<file path="src/rtl/signal_timing_controller_pkg.sv">
// Light-controller state and phase encodings shared with the interchange light controller,
// plus the timing controller's types and its phase-selection rule.
`ifndef SIGNAL_FSM_PARAMS
`define SIGNAL_FSM_PARAMS
`define ALL_RED          4'd0
`define PHASE_1_GREEN    4'd1
`define PHASE_1_YELLOW   4'd2
`define PHASE_2_GREEN    4'd3
`define PHASE_2_YELLOW   4'd4
`define EASTBOUND_GREEN  4'd5
`define EASTBOUND_YELLOW 4'd6
`define WESTBOUND_GREEN  4'd7
`define WESTBOUND_YELLOW 4'd8
`define MAINTENANCE      4'd9
`define PHASE_1          2'd0
`define PHASE_2          2'd1
`define EAST_PRIORITY    2'd2
`define WEST_PRIORITY    2'd3
`define DIR_EAST         1'b0
`define DIR_WEST         1'b1
`endif

package signal_timing_controller_pkg;

    typedef enum logic [3:0] {
        ST_ALL_RED     = `ALL_RED,
        ST_P1_GREEN    = `PHASE_1_GREEN,
        ST_P1_YELLOW   = `PHASE_1_YELLOW,
        ST_P2_GREEN    = `PHASE_2_GREEN,
        ST_P2_YELLOW   = `PHASE_2_YELLOW,
        ST_EB_GREEN    = `EASTBOUND_GREEN,
        ST_EB_YELLOW   = `EASTBOUND_YELLOW,
        ST_WB_GREEN    = `WESTBOUND_GREEN,
        ST_WB_YELLOW   = `WESTBOUND_YELLOW,
        ST_MAINTENANCE = `MAINTENANCE
    } light_state_t;

    typedef enum logic [1:0] {
        PH_1    = `PHASE_1,
        PH_2    = `PHASE_2,
        PH_EAST = `EAST_PRIORITY,
        PH_WEST = `WEST_PRIORITY
    } phase_t;

    localparam logic DIR_EAST = `DIR_EAST;
    localparam logic DIR_WEST = `DIR_WEST;

    // Priority requests beat normal alternation; simultaneous requests take turns.
    function automatic phase_t choose_phase(input logic   east_pend,
                                            input logic   west_pend,
                                            input logic   last_prio,
                                            input phase_t last_normal);
        if (east_pend && west_pend) return (last_prio == DIR_EAST) ? PH_WEST : PH_EAST;
        if (east_pend)              return PH_EAST;
        if (west_pend)              return PH_WEST;
        return (last_normal == PH_1) ? PH_2 : PH_1;
    endfunction

endpackage

</file>
<file path="src/rtl/signal_timing_controller_second_ticker.sv">
// Prescaler plus whole-seconds down-counter. The load cycle counts as prescaler step zero,
// and final_next flags that the coming cycle is the last one of the loaded interval.
module second_ticker #(
    parameter int CLK_DIV   = 4,
    parameter int SEC_W     = 8,
    parameter int RESET_SEC = 1
) (
    input  logic             clk,
    input  logic             rst,
    input  logic             clear,
    input  logic             load,
    input  logic             enable,
    input  logic [SEC_W-1:0] load_value,
    output logic [SEC_W-1:0] sec_remaining,
    output logic             final_next
);

    localparam int PW = (CLK_DIV > 1) ? $clog2(CLK_DIV) : 1;
    localparam logic [PW-1:0] PRESC_MAX = PW'(CLK_DIV - 1);

    logic [PW-1:0]    presc;
    logic [PW-1:0]    presc_base;
    logic [PW-1:0]    presc_next;
    logic [SEC_W-1:0] secs_base;
    logic [SEC_W-1:0] secs_next;

    always_comb begin
        // NOTE: every output of this block gets a default first so no path can infer a latch.
        presc_base = load ? '0 : presc;
        secs_base  = load ? load_value : sec_remaining;
        presc_next = presc;
        secs_next  = sec_remaining;
        if (clear) begin
            presc_next = '0;
            secs_next  = '0;
        end else if (load || enable) begin
            if (presc_base == PRESC_MAX) begin
                presc_next = '0;
                secs_next  = (secs_base != '0) ? secs_base - 1'b1 : secs_base;
            end else begin
                presc_next = presc_base + 1'b1;
                secs_next  = secs_base;
            end
        end
    end

    assign final_next = !clear && (load || enable) &&
                        (secs_next == SEC_W'(1)) && (presc_next == PRESC_MAX);

    always_ff @(posedge clk or posedge rst) begin
        // NOTE: state registers use non-blocking assignments so all flops update together.
        if (rst) begin
            presc         <= '0;
            sec_remaining <= SEC_W'(RESET_SEC);
        end else begin
            presc         <= presc_next;
            sec_remaining <= secs_next;
        end
    end

endmodule

</file>
<file path="src/rtl/signal_timing_controller.sv">
// Times each light state from a seconds ticker, pulses timing_done on expiry, and picks the
// phase the light controller takes when it leaves ALL_RED.
module signal_timing_controller
    import signal_timing_controller_pkg::*;
#(
    parameter int CLK_DIV        = 4,
    parameter int GREEN_SEC      = 3,
    parameter int PRIO_GREEN_SEC = 2,
    parameter int YELLOW_SEC     = 2,
    parameter int ALL_RED_SEC    = 1,
    parameter int SEC_W          = 8
) (
    input  logic             clk,
    input  logic             rst,
    input  logic [3:0]       current_state,
    input  logic             maintenance,
    input  logic             east_req,
    input  logic             west_req,
    output logic             timing_done,
    output logic [1:0]       phase,
    output logic [SEC_W-1:0] sec_remaining
);

    logic [3:0]       prev_state;
    logic             fresh;
    logic             armed;
    logic             east_pend;
    logic             west_pend;
    logic             last_prio;
    phase_t           phase_q;
    phase_t           last_normal;
    logic             maint;
    logic             entry;
    logic             final_next;
    logic [SEC_W-1:0] duration;

    function automatic logic [SEC_W-1:0] state_seconds(input logic [3:0] state);
        case (state)
            ST_P1_GREEN, ST_P2_GREEN:                 return SEC_W'(GREEN_SEC);
            ST_EB_GREEN, ST_WB_GREEN:                 return SEC_W'(PRIO_GREEN_SEC);
            ST_P1_YELLOW, ST_P2_YELLOW,
            ST_EB_YELLOW, ST_WB_YELLOW:               return SEC_W'(YELLOW_SEC);
            default:                                  return SEC_W'(ALL_RED_SEC);
        endcase
    endfunction

    // fresh forces an entry after reset or maintenance even when the state code is unchanged.
    assign maint    = maintenance || (current_state == ST_MAINTENANCE);
    assign entry    = !maint && (fresh || (current_state != prev_state));
    assign duration = state_seconds(current_state);
    assign phase    = phase_q;

    second_ticker #(
        .CLK_DIV   (CLK_DIV),
        .SEC_W     (SEC_W),
        .RESET_SEC (ALL_RED_SEC)
    ) u_ticker (
        .clk           (clk),
        .rst           (rst),
        .clear         (maint),
        .load          (entry),
        .enable        (armed),
        .load_value    (duration),
        .sec_remaining (sec_remaining),
        .final_next    (final_next)
    );

    always_ff @(posedge clk or posedge rst) begin
        if (rst) begin
            prev_state  <= ST_ALL_RED;
            fresh       <= 1'b1;
            armed       <= 1'b0;
            timing_done <= 1'b0;
            phase_q     <= PH_1;
            east_pend   <= 1'b0;
            west_pend   <= 1'b0;
            last_normal <= PH_2;
            last_prio   <= DIR_WEST;
        end else begin
            prev_state <= current_state;
            if (maint) begin
                fresh       <= 1'b1;
                armed       <= 1'b0;
                timing_done <= 1'b0;
                phase_q     <= PH_1;
                east_pend   <= 1'b0;
                west_pend   <= 1'b0;
                last_normal <= PH_2;
            end else begin
                fresh       <= 1'b0;
                timing_done <= final_next;
                if (entry)
                    armed <= 1'b1;
                else if (timing_done)
                    armed <= 1'b0;
                // A request in the same cycle as the clearing entry still leaves the bit set.
                east_pend <= east_req || (east_pend && !(entry && current_state == ST_EB_GREEN));
                west_pend <= west_req || (west_pend && !(entry && current_state == ST_WB_GREEN));
                if (entry) begin
                    case (current_state)
                        ST_ALL_RED:  phase_q     <= choose_phase(east_pend, west_pend, last_prio, last_normal);
                        ST_P1_GREEN: last_normal <= PH_1;
                        ST_P2_GREEN: last_normal <= PH_2;
                        ST_EB_GREEN: last_prio   <= DIR_EAST;
                        ST_WB_GREEN: last_prio   <= DIR_WEST;
                        default: ;
                    endcase
                end
            end
        end
    end

endmodule

</file>
<file path="config.mk">
export PLATFORM = sky130hd
export DESIGN_NAME = signal_timing_controller
export DESIGN_NICKNAME = d
export VERILOG_FILES = /design/src/rtl/signal_timing_controller_pkg.sv /design/src/rtl/signal_timing_controller_second_ticker.sv /design/src/rtl/signal_timing_controller.sv
export SDC_FILE = /design/constraint.sdc
export NUM_CORES = 1
export LEC_CHECK = 0
export CORE_MARGIN = 1
export CORE_UTILIZATION = 45
export CTS_BUF_LIST = sky130_fd_sc_hd__clkbuf_16
export DETAILED_ROUTE_END_ITERATION = 8
export DONT_BUFFER_PORTS = 1
export PLACE_DENSITY = 0.71
export SLEW_MARGIN = 15
export SYNTH_ARGS = -nofsm -noshare
export SYNTH_HDL_FRONTEND = slang
export SYNTH_SLANG_ARGS = --single-unit
</file>
<file path="constraint.sdc">
create_clock -name clk -period 4.85 [get_ports clk]
set_clock_uncertainty 0.05 [all_clocks]
set_input_delay 0.97 -clock clk [delete_from_list [all_inputs] [get_ports clk]]
set_output_delay 0.97 -clock clk [all_outputs]
set_load 0.01 [all_outputs]
</file>
# Word level (Yosys, flattened, before mapping)
# Memory sizes are Yosys's and may differ from the RTL's.
# Cells that the tools add are included.
totals:
  out_inout_bits: 11
  romBits: 32
  wordCells: 98
  n_memories: 1
  inputBits: 9
  register_bits: 24
mem_list:
  columns: ["name", "words", "width", "read_ports", "rd_ports_with_merged_regs", "wr", "line_no", "rtl"]
  rows:
  - ["(name not given)", 16, 2, 1, 0, 0, "signal_timing_controller.sv:38", "case (state)"]
classes:
  bitwise_logic: 1
  addsub: 2
  n_eq_ne: 9
  reduce_logical: 28
  muxes: 46
op_table:
  columns: ["operator", "n"]
  rows:
  - ["2-to-1 mux 8 bit", 5]
  - ["2-to-1 mux 2 bit", 15]
  - ["2-to-1 mux 1 bit", 24]
  - ["logical AND 1 bit", 9]
  - ["equality test 4 x 3 -> 1 bit, second input constant", 2]
  - ["equality test 8 x 1 -> 1 bit, second input constant", 1]
  - ["nonzero test 8 bit", 1]
  - ["subtractor 8 x 1 -> 8 bit, second input constant", 1]
  - ["nonzero test 2 bit", 3]
  - ["nonzero test 3 bit", 2]
  - ["logical OR 1 bit", 5]
  - ["equality test 2 bit, second input constant", 2]
  - ["equality test 4 x 1 -> 1 bit, second input constant", 1]
  - ["equality test 4 x 2 -> 1 bit, second input constant", 1]
  - ["equality test 4 bit, second input constant", 1]
  - ["logical NOT 4 bit", 1]
  - ["inequality test 4 bit", 1]
  - ["case mux 2 bit (2 select lines)", 1]
  - ["AND reduction 2 bit", 2]
  - ["logical NOT 1 bit", 3]
  - ["AND reduction 3 bit", 1]
  - ["adder 2 x 1 -> 2 bit, second input constant", 1]
  - ["logical NOT 2 bit", 1]
  - ["case mux 1 bit (2 select lines)", 1]
  - ["inverter 1 bit", 1]

# Depth between registers and ports, before layout
logic_depth:
  ltp_word: 21
  mapped_depth: 14
  mapped_depth_nobuf: 12

# By module
# Synthesis repeated with hierarchy kept, for this count alone.
unflattened:
  hier_cells: 194
  hier_area_um2: 1742.9
modules_own_cells:
  columns: ["mod", "area_per_inst_um2", "seq_area_each_um2", "cells_each", "n_inst"]
  rows:
  - ["second_ticker", 1098.6, 251.5, 131, 1]
  - ["signal_timing_controller", 644.4, 329.1, 63, 1]

# Worst setup path after synthesis
# OpenSTA, ideal clock, no wires.
synth_timing:
  kind: "in2reg"
  from: "input current_state[3]"
  to: "register timing_done"
  required_ns: 4.669
  setup_slack_ns: 1.073
  arrival_ns: 3.596
  path_buffers: 2
  path_stages: 14
  setup_ns: 0.131
  path_cell_list: "buf_2 > and4bb_1 > nor2_2 > inv_2 > clkbuf_1 > o21ai_0 > o31a_1 > ha_1 > or3b_2 > o2111ai_4 > xor2_1 > a211o_1 > o311a_1 > nor4bb_4"
synth_via:
  elab_chain_len: 14
  word_cells_on_any_way: 27
  classes_between: "add/sub: 2; eq/ne: 5; mux: 10; reduce/logical: 9; memory: 1"
synth_rtl:
  columns: ["item", "line_no", "rtl"]
  rows:
  - ["start: declaration", "signal_timing_controller.sv:15", "input logic [3:0] current_state,"]
  - ["equality test 4 bit (*)", "signal_timing_controller.sv:48", "assign maint = maintenance || (current_state == ST_MAINTENANCE);"]
  - ["logical OR 1 bit (*)", "signal_timing_controller.sv:48", null]
  - ["via maint", "signal_timing_controller.sv:32", "logic maint;"]
  - ["logical NOT 1 bit", "signal_timing_controller_second_ticker.sv:47, signal_timing_controller.sv:49", null]
  - ["logical AND 1 bit", "signal_timing_controller.sv:49", "assign entry = !maint && (fresh || (current_state != prev_state));"]
  - ["2-to-1 mux 8 bit", "signal_timing_controller_second_ticker.sv:30", "secs_base = load ? load_value : sec_remaining;"]
  - ["subtractor 8 x 1 -> 8 bit or nonzero test 8 bit (tied branches)", "signal_timing_controller_second_ticker.sv:39", "secs_next = (secs_base != '0) ? secs_base - 1'b1 : secs_base;"]
  - ["2-to-1 mux 8 bit", "signal_timing_controller_second_ticker.sv:39", null]
  - ["2-to-1 mux 8 bit", "signal_timing_controller_second_ticker.sv:37", "if (presc_base == PRESC_MAX) begin"]
  - ["2-to-1 mux 8 bit", "signal_timing_controller_second_ticker.sv:36", "end else if (load || enable) begin"]
  - ["2-to-1 mux 8 bit", "signal_timing_controller_second_ticker.sv:33", "if (clear) begin"]
  - ["equality test 8 x 1 -> 1 bit", "signal_timing_controller_second_ticker.sv:48", "(secs_next == SEC_W'(1)) && (presc_next == PRESC_MAX);"]
  - ["logical AND 1 bit", "signal_timing_controller_second_ticker.sv:47", "assign final_next = !clear && (load || enable) &&"]
  - ["logical AND 1 bit", "signal_timing_controller_second_ticker.sv:48", null]
  - ["2-to-1 mux 1 bit (*)", "signal_timing_controller.sv:81", "if (maint) begin"]
  - ["end signal: assignment", "signal_timing_controller.sv:91", "timing_done <= final_next;"]
  - ["end: declaration", "signal_timing_controller.sv:19", "output logic timing_done,"]
# Mark *: on every way through the listed nets, which the timed path passes. The rest lies on a longest branch.
# A chain may end at the register's enable or synchronous reset.

# Worst setup path after layout
layout_timing:
  from: "input current_state[2]"
  to: "register timing_done"
layout_via:
  elab_chain_len: 14
  word_cells_on_any_way: 27
  classes_between: "add/sub: 2; eq/ne: 5; mux: 10; reduce/logical: 9; memory: 1"
layout_rtl:
  columns: ["item", "line_no"]
  rows:
  - ["branches (longest 13 deep; another with subtractor 8 x 1 -> 8 bit)", null]
  - ["2-to-1 mux 1 bit (*)", "signal_timing_controller.sv:81"]
# Mark *: on every way between the ends.

==> impl_metrics.toml <==
[outcome]
status = "finished with violations"
violations = "design-rule violations"

[layout]
n_fill_cell = 259
stdcell_count = 172
area_delta_synth_final_pct = 7.322
layout-drive-gt1-share_pct = 12.06
nNetsFinal = 153
n_antenna_cell = 0

[synthesis]
synth_common_cells = "dfrtp_1, nor2_1, a21oi_1, xnor2_1"
synth-seq-area-share_pct = 43.00
syn_avg_cell_area_sq_um = 9.575
yosys.area.top_type = "dfrtp_1"
synth_edf_count = 0
synth_cell_type_count = 50
synth_fp_nets = 152
synth_ff_type = "dfrtp_1"
synth_warnings = 0
ys_top_cells_by_area = "dfrtp_1, dfstp_2, xnor2_1"
synth_top_area_share_pct = 35.22
syn_inst = 141
synth_area_sq_um = 1350
synth_seq_cells = 23
async_reset_ff_share_pct = 100.0
synth_most_common_cell = "dfrtp_1"

[timing]
finalSetupViolations = 0
holdWs_ns = 0.4625
worst_pin_slew_ns = 0.8635
fin_crit_ns = 3.597
slew_violations = 0
fin_crit_sh_pct = 74.17
hold_viol = 0
worst_slack_ns = 1.253
maxClockFrequency_ghz = 0.2780
max_slew_margin_pct = 42.37
rsz0062_at_grt = "no"
finalSetupTns_ns = 0

[power_and_ir_drop]
power.leakage_nw = 0.5630
finalPower_mw = 0.4483
powerDensity_nw_per_um2 = 309.4
ir_drop_v = 0.0001550

[clock_tree]
cts_tree = "yes"
cts_buffer_depth = 2
cts-buffers-inserted = 3
cts_setup_buffers = 0
postCtsHoldBufs = 0
clk_latency_ns = 0.25
ctsResizeCount = 0
root_buffer = "clkbuf_16"
cts.sinks = 23
path_clk_slew_ns = 0.06
htreeDepth = 1

[setup_path]
cp_slowest_stage_delay_ns = 0.36
crit_path_start_kind = "input pin"
required_ns = 4.93
worst_path_most_repeated_cell = "a21oi_1"
cp_max_fo = 12
crit_path_top_delay_cell = "a21oi_1"
critPathCaptureType = "register"
path_class = "input pin to register"
arrival_ns = 3.68
path_cells = "and4bb_1 > nor2_2 > inv_2 > a21oi_1 > a21oi_1 > ha_1 > or3b_2 > o2111ai_4 > nor4_1 > a21boi_1 > o311a_1 > nor4bb_4"

[route]
drcViolationCount = 2
vias = 1092
wl_per_cell_um = 17.00
antenna_left = 0
drt_wl_total_um = 2924
drtPass1Iterations = 6
viasPerCell = 6.349
drt_iter0_markers = 51

[placed_design]
place_hpwl_um = 2124
gp_congestion = 0.8952
dp_slack_ns = 1.096
port_buffers = 0
placedCellCount = 168

[global_routing]
grt_antenna_before_repair = 0
grt.total_usage_pct = 19.65
grt_start_max_net_pins = 24
grt_pass1_vias = 1009
gr-total-overflow = 0
grt_pass1_wl_um = 4843

[die]
boundaryPins = 20
dieWidth_um = 56.78
core_area_sq_um = 2805
die_area_sq_um = 3223
die_h_um = 56.78
initial_core_util_pct = 48.13
fp-row-count = 19

[worst_hold_path]
holdCritPathClass = "register to register"

[run]
cap_violations = 0
-- stage by stage --
| step | util (%) | instance area, sq um |
|---|---|---|
| after floorplan | - | 1350 |
| after global placement | 48.84 | 1370 |
| after detailed placement | 48.84 | 1370 |
| after CTS | 51.65 | 1449 |
| after global routing | 51.65 | 1449 |
| final | 51.65 | 1449 |
-- metal layers --
layer / vias up / part of all wire [%] / GRT usage [%] / wire length (um)
li1: 511 / - / - / -
met1: 535 / 43 / 24.56 / 1269
met2: 40 / 49 / 32.65 / 1438
met3: 6 / 6.0 / 4.608 / 174
met4: 0 / 1.4 / 8.014 / 41
met5: - / 0 / 0 / 0
-- layout make-up --
| class | count | area, sq um | share of cell area [%] |
|---|---|---|---|
| Clock inverter | 1 | 3.754 | 0.2591 |
| Tap cell | 31 | 38.79 | 2.677 |
| Sequential cell | 23 | 580.6 | 40.07 |
| Inverter | 8 | 30.03 | 2.073 |
| Clock buffer | 3 | 75.07 | 5.181 |
| Multi-Input combinational cell | 106 | 720.7 | 49.74 |
-- placed cells by master (no fill, tap or decap), types with 2 or more instances in the layout --
cell type  instances
dfrtp_1           19
nor2_1            18
xnor2_1            8
a21oi_1            8
inv_1              8
nand2_1            7
o21ai_0            5
nand2b_1           4
dfstp_2            4
xor2_1             3
nor3_1             3
nor2b_1            3
o31a_1             3
o21ai_1            3
clkbuf_16          3
nand3_1            2
a211oi_1           2
nor4_1             2
or3_1              2
o31ai_1            2
o211ai_1           2
nor4b_1            2
ha_1               2
-- kinds of logic after synthesis --
kind of cell,after synthesis,synth area share (%)
AND/OR/NAND/NOR,55,23.63
AO/OA/AOI/OAI,37,20.02
flip-flops,23,43.00
buffers and inverters,12,3.614
XOR/XNOR,11,7.137
adder cells (fa/ha/maj),2,1.853
multiplexers,1,0.7415
-- final timing paths --
| kind | from | endpoint | slack, ns | depth (start not counted) |
|---|---|---|---|---|
| max reg2reg | prev_state[3] | timing_done | 1.66 | 12 |
| min in group asynchronous | rst | u_ticker.sec_remaining[4] | 0.73 | 1 |
| min reg2reg | last_prio | last_prio | 0.46 | 2 |
| min | last_prio | last_prio | 0.46 | 2 |
| max | current_state[2] | timing_done | 1.25 | 12 |
| max in group asynchronous | rst | phase[0] | 3.49 | 1 |
-- critical path, delay by kind of cell --
family | cells | cell delay [ns]
compound gates | 5 | 1.09
simple gates | 5 | 1.19
fa+ha+maj | 1 | 0.26
buf+inv | 1 | 0.16
-- sequential cells by signal, summed over array words and instances (netlist names) --
name                    flops
u_ticker.sec_remaining      8
west_pend                   1
phase                       2
fresh                       1
u_ticker.presc              2
last_normal                 1
armed                       1
timing_done                 1
prev_state                  4
last_prio                   1
east_pend                   1
-- report_power, final --
group / switching (mW) / total, mW / internal (mW)
combinational: 0.0333 / 0.0569 / 0.0236
sequential: 0.0101 / 0.214 / 0.204
clock: 0.0670 / 0.177 / 0.110
Power figures use the tool's default switching activity.
